File: config.mk
export PLATFORM = sky130hd
export DESIGN_NAME = dot_product_sequencer
export DESIGN_NICKNAME = d
export VERILOG_FILES = /design/src/rtl/dot_product_sequencer.sv
export SDC_FILE = /design/constraint.sdc
export NUM_CORES = 1
export LEC_CHECK = 0
export CAP_MARGIN = 20
export CELL_PAD_IN_SITES_DETAIL_PLACEMENT = 0
export CELL_PAD_IN_SITES_GLOBAL_PLACEMENT = 2
export CORE_AREA = 2 2 159 161
export DETAILED_ROUTE_END_ITERATION = 10
export DIE_AREA = 0 0 161 163
export GPL_TIMING_DRIVEN = 0
export MAX_ROUTING_LAYER = met4
export PLACE_DENSITY = 0.72
export SLEW_MARGIN = 20
export SYNTH_ARGS = -nofsm -noshare
export SYNTH_HDL_FRONTEND = slang
export SYNTH_SLANG_ARGS = --single-unit
File: constraint.sdc
create_clock -name clk -period 1.8 [get_ports clk]
set_input_delay 0.18 -clock clk [delete_from_list [all_inputs] [get_ports clk]]
set_output_delay 0.18 -clock clk [all_outputs]
set_load 0.05 [all_outputs]
File: src/rtl/dot_product_sequencer.sv
`default_nettype none
// ============================================================================
// Module   : dot_product_sequencer
// Brief    : Control stage in front of the fused multiply-add unit. Accepts a
//            dot-product job (length, seed, scale), streams operand pairs into
//            the FMA, and returns the FMA's combinational sum, captured on the
//            last beat, over a valid/ready result port.
// Optional : define DOTSEQ_STALL_CNT_EN to add the stall_cnt output. It is a
//            saturating count of operand stalls seen during the current job.
// Revision : 1.0 - initial release
// ============================================================================
module dot_product_sequencer #(
  parameter int WIDTH = 32,
  parameter int LEN_W = 8
) (
  input  logic                      clk,
  input  logic                      rst_n,
  // job request
  input  logic                      job_valid,
  output logic                      job_ready,
  input  logic [LEN_W-1:0]          job_len,
  input  logic [WIDTH-1:0]          job_seed,
  input  logic [$clog2(WIDTH)-1:0]  job_scale,
  // operand stream
  input  logic                      opnd_valid,
  output logic                      opnd_ready,
  input  logic [WIDTH-1:0]          opnd_a,
  input  logic [WIDTH-1:0]          opnd_b,
  // FMA control
  output logic [WIDTH-1:0]          fma_a,
  output logic [WIDTH-1:0]          fma_b,
  output logic [$clog2(WIDTH)-1:0]  fma_scale,
  output logic [WIDTH-1:0]          fma_seed,
  output logic                      fma_update,
  output logic                      fma_en,
  input  logic [WIDTH-1:0]          fma_acc,
  // result
  output logic                      res_valid,
  input  logic                      res_ready,
  output logic [WIDTH-1:0]          res_data,
  output logic                      busy
`ifdef DOTSEQ_STALL_CNT_EN
  ,
  output logic [15:0]               stall_cnt
`endif
);

  localparam int SCALE_W = $clog2(WIDTH);

  typedef enum logic [1:0] {
    S_IDLE = 2'd0,
    S_RUN  = 2'd1,
    S_DONE = 2'd2
  } state_t;

  state_t             state_q;
  logic [LEN_W-1:0]   remain_q;     // beats still to be consumed
  logic               first_q;      // next beat is the first one of the job
  logic [WIDTH-1:0]   seed_q;
  logic [SCALE_W-1:0] scale_q;
  logic [WIDTH-1:0]   res_data_q;
  logic               res_valid_q;
  logic               beat;

  // A beat is an accepted operand pair; the sequencer is only ready in RUN.
  assign beat       = (state_q == S_RUN) && opnd_valid;

  assign job_ready  = (state_q == S_IDLE);
  assign opnd_ready = (state_q == S_RUN);
  assign busy       = (state_q != S_IDLE);

  // Operands pass straight through; seed and scale come from the job latch.
  assign fma_a      = opnd_a;
  assign fma_b      = opnd_b;
  assign fma_scale  = scale_q;
  assign fma_seed   = seed_q;
  assign fma_en     = beat;
  // The first beat restarts from the seed so a stale FMA accumulator from an
  // earlier or aborted job can never leak into this result.
  assign fma_update = beat && first_q;

  assign res_valid  = res_valid_q;
  assign res_data   = res_data_q;

  // Job sequencing FSM: latch job, count beats, capture and hand off result.
  always_ff @(posedge clk or negedge rst_n) begin
    if (!rst_n) begin
      state_q     <= S_IDLE;
      remain_q    <= '0;
      first_q     <= 1'b0;
      seed_q      <= '0;
      scale_q     <= '0;
      res_data_q  <= '0;
      res_valid_q <= 1'b0;
    end else begin
      case (state_q)
        S_IDLE: begin
          if (job_valid) begin
            seed_q  <= job_seed;
            scale_q <= job_scale;
            if (job_len != '0) begin
              remain_q <= job_len;
              first_q  <= 1'b1;
              state_q  <= S_RUN;
            end else begin
              // Empty job: the seed is the answer, the FMA stays idle.
              res_data_q  <= job_seed;
              res_valid_q <= 1'b1;
              state_q     <= S_DONE;
            end
          end
        end
        S_RUN: begin
          if (beat) begin
            first_q  <= 1'b0;
            remain_q <= remain_q - LEN_W'(1);
            if (remain_q == LEN_W'(1)) begin
              // Capture the FMA's combinational sum for the final beat.
              res_data_q  <= fma_acc;
              res_valid_q <= 1'b1;
              state_q     <= S_DONE;
            end
          end
        end
        S_DONE: begin
          if (res_ready) begin
            res_valid_q <= 1'b0;
            state_q     <= S_IDLE;
          end
        end
        default: begin
          state_q <= S_IDLE;
        end
      endcase
    end
  end

`ifdef DOTSEQ_STALL_CNT_EN
  logic [15:0] stall_cnt_q;
  logic [15:0] stall_cnt_d;

  // Next stall count: clear on job accept, saturating increment on RUN stalls.
  always_comb begin
    stall_cnt_d = stall_cnt_q;
    if ((state_q == S_IDLE) && job_valid) begin
      stall_cnt_d = '0;
    end else if ((state_q == S_RUN) && !opnd_valid && (stall_cnt_q != 16'hFFFF)) begin
      stall_cnt_d = stall_cnt_q + 16'd1;
    end
  end

  // Stall counter register; value is held through DONE and IDLE.
  always_ff @(posedge clk or negedge rst_n) begin
    if (!rst_n) begin
      stall_cnt_q <= '0;
    end else begin
      stall_cnt_q <= stall_cnt_d;
    end
  end

  assign stall_cnt = stall_cnt_q;
`endif

endmodule
`default_nettype wire

==> impl_metrics.tcl <==
set metrics [dict create \
    status "finished, violations left" \
    violated_checks "negative setup slack" \
    power_density_nw_per_um2 1620 \
    ir_worst_vdd_mv 0.619 \
    post_synthesis_mean_instance_area_um2 11.0 \
    globalRoute.totalOverflow 0 \
    p_comb_share_pct 60.0 \
    coreArea_um2 24700 \
    fin_cells 980 \
    clkSinkCount 81 \
    ys_seq_elements 81 \
    netSwitchingPower_mw 5.79 \
    cts-root-buf "clkbuf_16" \
    synthFlopType "dfrtp_1" \
    timing_worst_setup_path_type "in2reg" \
    overall_die_area_um2 26200 \
    detail_route.wirelength_mm 14.8 \
    intPower_mw 6.47 \
    synthDominantAreaCellType "dfrtp_1" \
    number_of_antenna_cells_inserted 0 \
    worstPathRequired_ns 2.02 \
    postLayoutCoreUtil_pct 30.7 \
    regArea_um2 2030 \
    numCtsBuffers 9 \
    finalWeightedCongestion 0.720 \
    vias_per_cell 3.76 \
    synthCells 396 \
    synth_seq_area_share_pct 46.6 \
    place_area_um2 7010 \
    iteration_count_of_the_initial_detailed_routing_pass 5 \
    routed-via-count 3683 \
    period_needed_ns 1.82 \
    seqPwrFrac_pct 24.9 \
    placement.io_buffers 220 \
    p_total_mw 12.3 \
    grt_usage_pct 11.5 \
    synth-warning-count 0 \
    synth-edff-count 0 \
    hp-class "in2reg" \
    h-tree-depth 3 \
    dpl.hpwl_mm 10.9 \
    final_hold_viol_count 0 \
    layout-drive-gt1-share_pct 30.3 \
    report.final.setup_viol 15 \
    mappedNetlistArea_um2 4350 \
    max_cap_viol_count 0 \
    final.setup.tns_ns -0.169 \
    relSlewSlack_pct 62.3 \
    post-route-drc-count 0 \
    finalCritPeriodShare_pct 101 \
    final_cell_area_um2 7560 \
    proportion_of_register_bits_with_asynchronous_set_or_reset_after_synthesis_pct 100 \
    die_h_um 163 \
    netlist-cell-type-count 46 \
    max_slew.worst_pin.slew_ns 0.564 \
    clock_insertion_delay_at_the_later_pin_of_the_skew_report_ns 0.35 \
    clock-skew-final_ns 0.0139 \
    r2r_start "state_q[1]$_DFFE_PN0P_" \
    initial_utilization_pct 17.6 \
    yosys-top-cells-area "dfrtp_1 47%, buf_4 11%, mux2_4 10%" \
    clk_path_buf_depth 2 \
    synthesis.nets 544 \
    cts_tree "yes" \
    grt_antenna_before_repair 0 \
    clockPowerShare_pct 15.2 \
    rsz0062_at_grt "true" \
    fmax_ghz 0.549 \
    synth_top_area_share_pct 46.6 \
    grt_pass1_vias 3658 \
    timing.critical_path.from "job_len[0]" \
    timing.critical_path.arrival_ns 2.05 \
    dr_wl_cell_um 15.1 \
    p_sw_share_pct 47.2 \
    min-delay-start "job_len[2]" \
    wire_length_of_the_first_global_routing_pass_mm 22.2 \
    drt-initial-drc-count 178 \
    n_fill_cell 2575 \
    clk_transition_reported_paths_ns 0.06 \
    final_max_slew_viol_count 0 \
    grt_max_degree 42 \
    area_delta_synth_final_pct 73.8 \
    dpl.cell_count 947 \
    power.static_leakage_nw 3.43 \
    multiInputGateArea_um2 1750 \
    endpoint_kind "register" \
    die_width_um 161 \
    num-nets-final 793 \
    top_level_ports 285 \
    std_cell_rows 58 \
    worstSetupStartpointType "input pin" \
    drtAntennaViolNets 0 \
    final.setup.worst_slack_ns -0.0230 \
    crit_fanout 7 \
]
[registers in the layout, summed over array words and instances (netlist names)]
| name | cells |
|---|---|
| fma_seed | 32 |
| first_q | 1 |
| res_data | 32 |
| res_valid | 1 |
| state_q | 2 |
| fma_scale | 5 |
| remain_q | 8 |
[per-stage QoR]
| stage | hold WS [ns] | setup slack (ns) |
|---|---|---|
| finish | 0.310 | -0.0230 |
| global placement | 0.473 | -3.05 |
| global route | 0.315 | -0.0583 |
| CTS | 0.334 | -0.0499 |
| floorplan | -0.116 | 0.0143 |
| detailed placement | 0.138 | -0.647 |
[cell families after synthesis]
kind of cell | synth area share (%)
muxes | 20.7
and+or+nand+nor | 13.4
AOI/OAI and AO/OA | 4.77
DFF | 46.6
adders and majority gates | 0.575
buffers and inverters | 14.0
[repair_timing]
item,CTS,global route
endpoints found under the setup margin,82,52
pin swaps,1,4
cloned,1,1
hold buffers,1,0
resized for setup,41,14
hold endpoints to repair,40,0
buffers inserted,6,9
[area by class of cell]
cell class	count	area share, %
Buffer	80	8.52
Clock buffer	10	3.16
Clock inverter	6	0.662
Inverter	5	0.314
Multi-Input combinational cell	229	23.1
Sequential cell	81	26.8
Tap cell	330	5.46
Timing Repair Buffer	239	32.0
[worst paths after layout]
check | to | slack (ns) | cells after the start
min | res_valid$_DFFE_PN0P_ | 0.31 | 4
max reg2reg | res_data[17]$_DFFE_PN0P_ | 0.02 | 7
min reg2reg | res_data[19]$_DFFE_PN0P_ | 0.49 | 1
max in group asynchronous | fma_seed[13]$_DFFE_PN0P_ | 0.89 | 3
max | res_data[17]$_DFFE_PN0P_ | -0.02 | 6
min in group asynchronous | res_data[25]$_DFFE_PN0P_ | 0.32 | 2
[cell usage after synthesis (2+ instances only)]
cell / number
buf_6: 5
and3_1: 2
nand3_1: 2
o21ai_0: 4
nor4_4: 2
nor2_1: 12
buf_2: 6
a2bb2oi_1: 2
nand2_1: 100
clkbuf_1: 6
mux2_1: 2
a21oi_1: 4
o211ai_1: 3
nand3b_1: 2
buf_4: 64
mux2_4: 30
dfrtp_1: 81
mux2_2: 37
ha_1: 2
inv_1: 4
[power groups by stage]
| stage | clock network [mW] | logic, mW | registers, mW |
|---|---|---|---|
| after floorplan | 0 | 2.34 | 5.42 |
| after global placement | 0 | 7.20 | 3.06 |
| after detailed placement | 0 | 7.22 | 3.08 |
| after CTS | 1.96 | 7.38 | 3.06 |
| after global routing | 2.04 | 7.78 | 3.18 |
| final | 1.86 | 7.35 | 3.05 |
[critical path, stage by stage]
cell,delay (ns)
clkdlybuf4s50_1,0.48
nor4_4,0.42
nand2_2,0.13
o22a_4,0.34
clkbuf_16,0.20
mux2_4,0.29
[placed cells by master, fill, tap and decap left out, types with 2 or more instances in the layout]
cell	count
a21oi_1	4
o211ai_1	3
ha_1	2
buf_8	2
dlymetal6s2s_1	2
mux2_2	37
buf_6	2
a2bb2oi_1	2
mux2_1	2
clkbuf_4	4
nand2_1	100
nand3_1	2
inv_6	4
buf_16	2
clkbuf_16	11
inv_1	4
nand3b_1	2
clkbuf_2	5
dfrtp_1	81
mux2_4	30
clkinvlp_4	2
buf_4	81
nor4_4	2
nor2_1	11
o21ai_0	4
clkdlybuf4s50_1	212
buf_12	3
[per-layer routing]
layer | vias up | wire [um] | global-route usage (%)
li1 | 1763 | - | -
met1 | 1753 | 6590 | 15.1
met2 | 157 | 7120 | 17.9
met3 | 10 | 926 | 2.22
met4 | 0 | 207 | 4.26
met5 | - | 0 | -
Power figures use the tool's default switching activity.
